### src/rtl/hamle_toplayici_pkg.sv
// hamle_toplayici_pkg
// Shared definitions for the game-judge front end: the collector FSM
// state encoding, the width of one move code and the number of rounds
// that make up one game.
package hamle_toplayici_pkg;

    localparam int HAMLE_W    = 2;
    localparam int TUR_SAYISI = 3;

    typedef enum logic {
        TOPLA = 1'b0,
        KARAR = 1'b1
    } durum_t;

endpackage

### src/rtl/tur_kaydi.sv
// tur_kaydi
// Holds the four moves of one round (X first/second, Y first/second).
// The moves are loaded only when 'yaz' is high, so a round keeps its
// values across games until that same round is accepted again.
//
// Ports:
//   clk, rst             clock and synchronous active-high reset
//   yaz                  write enable for this round
//   x1, x2, y1, y2       incoming moves
//   x1_q, x2_q, y1_q, y2_q  stored moves, driven to the judge
import hamle_toplayici_pkg::*;

module tur_kaydi (
    input  logic               clk,
    input  logic               rst,
    input  logic               yaz,
    input  logic [HAMLE_W-1:0] x1,
    input  logic [HAMLE_W-1:0] x2,
    input  logic [HAMLE_W-1:0] y1,
    input  logic [HAMLE_W-1:0] y2,
    output logic [HAMLE_W-1:0] x1_q,
    output logic [HAMLE_W-1:0] x2_q,
    output logic [HAMLE_W-1:0] y1_q,
    output logic [HAMLE_W-1:0] y2_q
);

    // Move codes are stored as-is; 2'b11 is not filtered out.
    always_ff @(posedge clk) begin
        if (rst) begin
            x1_q <= '0;
            x2_q <= '0;
            y1_q <= '0;
            y2_q <= '0;
        end else if (yaz) begin
            x1_q <= x1;
            x2_q <= x2;
            y1_q <= y1;
            y2_q <= y2;
        end
    end

endmodule

### src/rtl/hamle_toplayici.sv
// hamle_toplayici
// Sequencing front end for the three-round game judge. Collects one
// round of moves per valid/ready handshake into the per-round move
// registers, then spends one cycle (KARAR) sampling the judge's
// majority output O_in, publishes it with a one-cycle strobe and keeps
// wrapping win/game counters.
//
// Ports:
//   clk, rst              clock and synchronous active-high reset
//   hamle_valid/ready     round handshake
//   x1, x2, y1, y2        moves of the offered round
//   X11..X23, Y11..Y23    stored moves for rounds 1..3, to the judge
//   O_in                  judge majority output (1 = X won)
//   tur_no                index of the next round to accept
//   karar                 high during the evaluation cycle
//   sonuc_valid, sonuc    result strobe and held result
//   skor_x, oyun_sayisi   X wins and games played, modulo 2^SKOR_W
import hamle_toplayici_pkg::*;

module hamle_toplayici #(
    parameter int SKOR_W = 4
) (
    input  logic               clk,
    input  logic               rst,
    input  logic               hamle_valid,
    output logic               hamle_ready,
    input  logic [HAMLE_W-1:0] x1,
    input  logic [HAMLE_W-1:0] x2,
    input  logic [HAMLE_W-1:0] y1,
    input  logic [HAMLE_W-1:0] y2,
    output logic [HAMLE_W-1:0] X11,
    output logic [HAMLE_W-1:0] X12,
    output logic [HAMLE_W-1:0] X13,
    output logic [HAMLE_W-1:0] X21,
    output logic [HAMLE_W-1:0] X22,
    output logic [HAMLE_W-1:0] X23,
    output logic [HAMLE_W-1:0] Y11,
    output logic [HAMLE_W-1:0] Y12,
    output logic [HAMLE_W-1:0] Y13,
    output logic [HAMLE_W-1:0] Y21,
    output logic [HAMLE_W-1:0] Y22,
    output logic [HAMLE_W-1:0] Y23,
    input  logic               O_in,
    output logic [1:0]         tur_no,
    output logic               karar,
    output logic               sonuc_valid,
    output logic               sonuc,
    output logic [SKOR_W-1:0]  skor_x,
    output logic [SKOR_W-1:0]  oyun_sayisi
);

    localparam logic [1:0] SON_TUR = 2'(TUR_SAYISI - 1);

    durum_t durum;
    durum_t durum_sonraki;
    logic   kabul;
    logic   son_tur;
    logic [TUR_SAYISI-1:0] yaz;

    // Ready and karar are pure decodes of the registered state, so no
    // input reaches an output combinationally.
    always_comb begin
        durum_sonraki = durum;
        hamle_ready   = 1'b0;
        karar         = 1'b0;
        case (durum)
            TOPLA: begin
                hamle_ready = 1'b1;
                if (hamle_valid && tur_no == SON_TUR) begin
                    durum_sonraki = KARAR;
                end
            end
            KARAR: begin
                karar         = 1'b1;
                durum_sonraki = TOPLA;
            end
            default: durum_sonraki = TOPLA;
        endcase
    end

    always_ff @(posedge clk) begin
        if (rst) begin
            durum <= TOPLA;
        end else begin
            durum <= durum_sonraki;
        end
    end

    assign kabul   = hamle_valid & hamle_ready;
    assign son_tur = (tur_no == SON_TUR);

    // One write enable per round, selected by the current round index.
    always_comb begin
        yaz = '0;
        for (int i = 0; i < TUR_SAYISI; i++) begin
            yaz[i] = kabul && (tur_no == 2'(i));
        end
    end

    // Round index advances on every acceptance and wraps after the last
    // round, so it already reads 0 while the game is being decided.
    always_ff @(posedge clk) begin
        if (rst) begin
            tur_no <= '0;
        end else if (kabul) begin
            tur_no <= son_tur ? 2'd0 : tur_no + 2'd1;
        end
    end

    // Result publication: the judge output is only looked at during
    // KARAR; the strobe lands in the first collect cycle afterwards.
    always_ff @(posedge clk) begin
        if (rst) begin
            sonuc_valid <= 1'b0;
            sonuc       <= 1'b0;
            skor_x      <= '0;
            oyun_sayisi <= '0;
        end else begin
            sonuc_valid <= (durum == KARAR);
            if (durum == KARAR) begin
                sonuc       <= O_in;
                oyun_sayisi <= oyun_sayisi + SKOR_W'(1);
                if (O_in) begin
                    skor_x <= skor_x + SKOR_W'(1);
                end
            end
        end
    end

    tur_kaydi u_tur1 (
        .clk (clk), .rst (rst), .yaz (yaz[0]),
        .x1 (x1), .x2 (x2), .y1 (y1), .y2 (y2),
        .x1_q (X11), .x2_q (X21), .y1_q (Y11), .y2_q (Y21)
    );

    tur_kaydi u_tur2 (
        .clk (clk), .rst (rst), .yaz (yaz[1]),
        .x1 (x1), .x2 (x2), .y1 (y1), .y2 (y2),
        .x1_q (X12), .x2_q (X22), .y1_q (Y12), .y2_q (Y22)
    );

    tur_kaydi u_tur3 (
        .clk (clk), .rst (rst), .yaz (yaz[2]),
        .x1 (x1), .x2 (x2), .y1 (y1), .y2 (y2),
        .x1_q (X13), .x2_q (X23), .y1_q (Y13), .y2_q (Y23)
    );

endmodule
### config.mk
export PLATFORM = sky130hd
export DESIGN_NAME = hamle_toplayici
export DESIGN_NICKNAME = d
export VERILOG_FILES = /design/src/rtl/hamle_toplayici_pkg.sv /design/src/rtl/tur_kaydi.sv /design/src/rtl/hamle_toplayici.sv
export SDC_FILE = /design/constraint.sdc
export NUM_CORES = 1
export LEC_CHECK = 0
export CORE_MARGIN = 2
export CORE_UTILIZATION = 45
export CTS_CLUSTER_SIZE = 20
export DETAILED_ROUTE_END_ITERATION = 12
export PLACE_DENSITY = 0.92
export SYNTH_ARGS = -nofsm -noshare
export SYNTH_HDL_FRONTEND = slang
export SYNTH_HIERARCHICAL = 1
export SYNTH_SLANG_ARGS = --single-unit
### constraint.sdc
create_clock -name clk -period 2.9 [get_ports clk]
set_input_delay 0.87 -clock clk [delete_from_list [all_inputs] [get_ports clk]]
set_output_delay 0.87 -clock clk [all_outputs]
set_load 0.02 [all_outputs]
==> reports/qor.csv <==
stage,metric,value,unit
timing,tns,0,ps
timing,timing.slew.headroom,0.679,
timing,min_period_over_period,0.874,
cts,clkTransAtPathRegs,100,ps
placement,port_buffers,49,
setup_path,worstPathCellList,clkdlybuf4s50_1,
grt,grt_usage,0.190,
synthesis,synth_edf_count,0,
placement,gp_congestion,0.701,
synthesis,synth.top_cell.area_share,0.534,
pwr,ir_worst_vdd,0.370,mV
floorplan,start_util,0.462,
setup_path,cp_slowest_cell,clkdlybuf4s50_1,
timing,setup_viol,0,
min_path,hold_class,reg -> reg,
setup_path,crit_path_end_kind,output port,
synthesis,synth.most_common_cell,dfxtp_1,
cells_and_area,nNetsFinal,197,
cts,root_buffer,clkbuf_4,
synthesis,synthFlopType,dfxtp_1,
routing,drtIter0Drc,9,
routing,drt-pass1-iter-count,4,
routing,routed_wl,2.98,mm
routing,drtAntennaViolNets,0,
setup_path,crit_family,buffers and inverters,
setup_path,cp_max_fo,11,
synthesis,yosys-top-cells-count,"dfxtp_1 (37), nor2_1 (32), mux2i_1 (25)",
synthesis,synth_cell_type_count,23,
setup_path,crit_buf_inv,1,
cells_and_area,fillers,238,
cts,cts_resized,0,
routing,vias,1065,
floorplan,die-area,3540,µm²
cts,cts_buffer_depth,2,
routing,viasPerCell,4.91,
grt,gr-total-overflow,0,
floorplan,die_w,59.5,µm
timing,post-route-min-period,2540,ps
synthesis,yosysSeqAreaShare,0.534,
setup_path,reg2reg_depth,5,
cts,hold_buffers,0,
pwr,p_total,0.00103,W
timing,finalHoldViolCount,0,
timing,maxSlewViolCount,0,
cells_and_area,drive_gt1_frac,0.0924,
synthesis,yosys-top-cells-area,"dfxtp_1 (53%), mux2i_1 (18%), nor2_1 (8.7%)",
pwr,power_density,523,nW/µm²
pwr,power.leakage,0.745,nW
setup_path,critical_path_depth,1,
floorplan,core_area,3000,µm²
cts,cts_tree,done,
synthesis,yosysWarningCount,6,
floorplan,ios,50,
synthesis,async_flop_share,0,
cts,clock-sinks,37,
floorplan,die_h,59.5,µm
setup_path,worst-setup-path-type,reg -> out,
synthesis,syn-cell-area,1390,µm²
grt,grt_pass1_wl,4.93,mm
synthesis,yosysTopAreaCell,dfxtp_1,
setup_path,crit_path_max_incr_delay,700,ps
synthesis,synth_area_per_cell,10.5,µm²
cts,clk_latency,340,ps
timing,rsz0062_at_grt,false,
placement,dp_slack,356,ps
routing,drc_errors,0,
flow_run,maxCapViolCount,0,
cts,htreeDepth,2,
status,status,"complete, no violations",
cells_and_area,diodes,0,
grt,antenna_found_initial,0,
setup_path,cp.arrival,1670,ps
setup_path,start_kind,register,
timing,clock.fmax,394,MHz
timing,fin_skew,10.1,ps
min_path,min_delay_path_depth,2,
synthesis,synth_seq_cells,37,
grt,grt_pass1_vias,1113,
grt,grt_max_degree,15,
synthesis,syn_nets,146,
cts,post_cts_buffers,0,
routing,avgRoutedWirePerCell,13.7,µm
placement,dp_hpwl,2.26,mm
timing,worstMarginPinSlew,481,ps
floorplan,rows,20,
cells_and_area,area_delta_synth_final,42.4,%
cts,numCtsBuffers,5,
synthesis,synthCells,132,
timing,setup_ws,365,ps
timing,whs,486,ps
setup_path,cp_data_required_time,2030,ps
-- flip-flops by register name, summed over array words and instances, names as in the netlist, 2 cells and up --
register / flops
oyun_sayisi: 4
skor_x: 4
tur_no: 2
u_tur1/x1_q: 2
u_tur1/x2_q: 2
u_tur1/y1_q: 2
u_tur1/y2_q: 2
u_tur2/x1_q: 2
u_tur2/x2_q: 2
u_tur2/y1_q: 2
u_tur2/y2_q: 2
u_tur3/x1_q: 2
u_tur3/x2_q: 2
u_tur3/y1_q: 2
u_tur3/y2_q: 2
-- metrics by stage --
step,cells,util,instance area (µm²)
5_1_grt,217,0.658,1980
6_report,217,0.658,1980
4_1_cts,217,0.658,1980
3_5_place_dp,209,0.628,1890
3_3_place_gp,209,0.628,1890
2_1_floorplan,132,-,1390
-- final timing paths --
check / start / to / slack [ps]
min reg2reg: sonuc / sonuc / 490
min: sonuc / sonuc / 490
max: durum / karar / 360
max reg2reg: durum / u_tur1/x2_q[0] / 1150
-- layout by cell type (no fill, tap or decap), types with 2 or more instances in the layout --
| cell type | Yosys | routed |
|---|---|---|
| clkdlybuf4s50_1 | 0 | 49 |
| dfxtp_1 | 37 | 37 |
| nor2_1 | 32 | 32 |
| mux2i_1 | 25 | 25 |
| clkbuf_4 | 0 | 5 |
| a21oi_1 | 4 | 4 |
| nand2_1 | 4 | 4 |
| xor2_1 | 4 | 4 |
| nand3_1 | 3 | 3 |
| buf_4 | 0 | 3 |
| inv_1 | 2 | 2 |
| ha_1 | 2 | 2 |
-- layout make-up --
class / count / area, µm² / area share
Clock buffer: 6 / 51.3 / 0.0260
Clock inverter: 2 / 37.5 / 0.0190
Inverter: 2 / 7.51 / 0.00380
Multi-Input combinational cell: 85 / 584 / 0.296
Sequential cell: 37 / 741 / 0.375
Tap cell: 33 / 41.3 / 0.0209
Timing Repair Buffer: 52 / 513 / 0.260
-- kinds of logic (layout without fill, tap and decap cells) --
| family | after synthesis | count (layout) | share of synthesized area |
|---|---|---|---|
| xor+xnor | 5 | 5 | 0.0316 |
| fa+ha+maj | 2 | 2 | 0.0180 |
| flops | 37 | 37 | 0.534 |
| simple gates | 47 | 47 | 0.163 |
| compound gates | 6 | 6 | 0.0243 |
| mux | 25 | 25 | 0.180 |
| buf+inv | 10 | 62 | 0.0487 |
-- power breakdown --
| part | switching [W] | leakage [nW] | internal, W | total (W) |
|---|---|---|---|---|
| combinational | 0.0000637 | 0.400 | 0.0000648 | 0.000128 |
| clock | 0.000165 | 0.0445 | 0.000205 | 0.000370 |
| sequential | 0.0000111 | 0.300 | 0.000524 | 0.000536 |
-- per-layer routing --
metal | GRT usage | wire (µm) | up-vias
met4 | 0.117 | 83 | 0
met1 | 0.223 | 1200 | 492
met5 | 0 | 0 | -
met3 | 0.0480 | 121 | 9
met2 | 0.311 | 1580 | 28
li1 | - | - | 536
(Power assumes the default switching activity.)
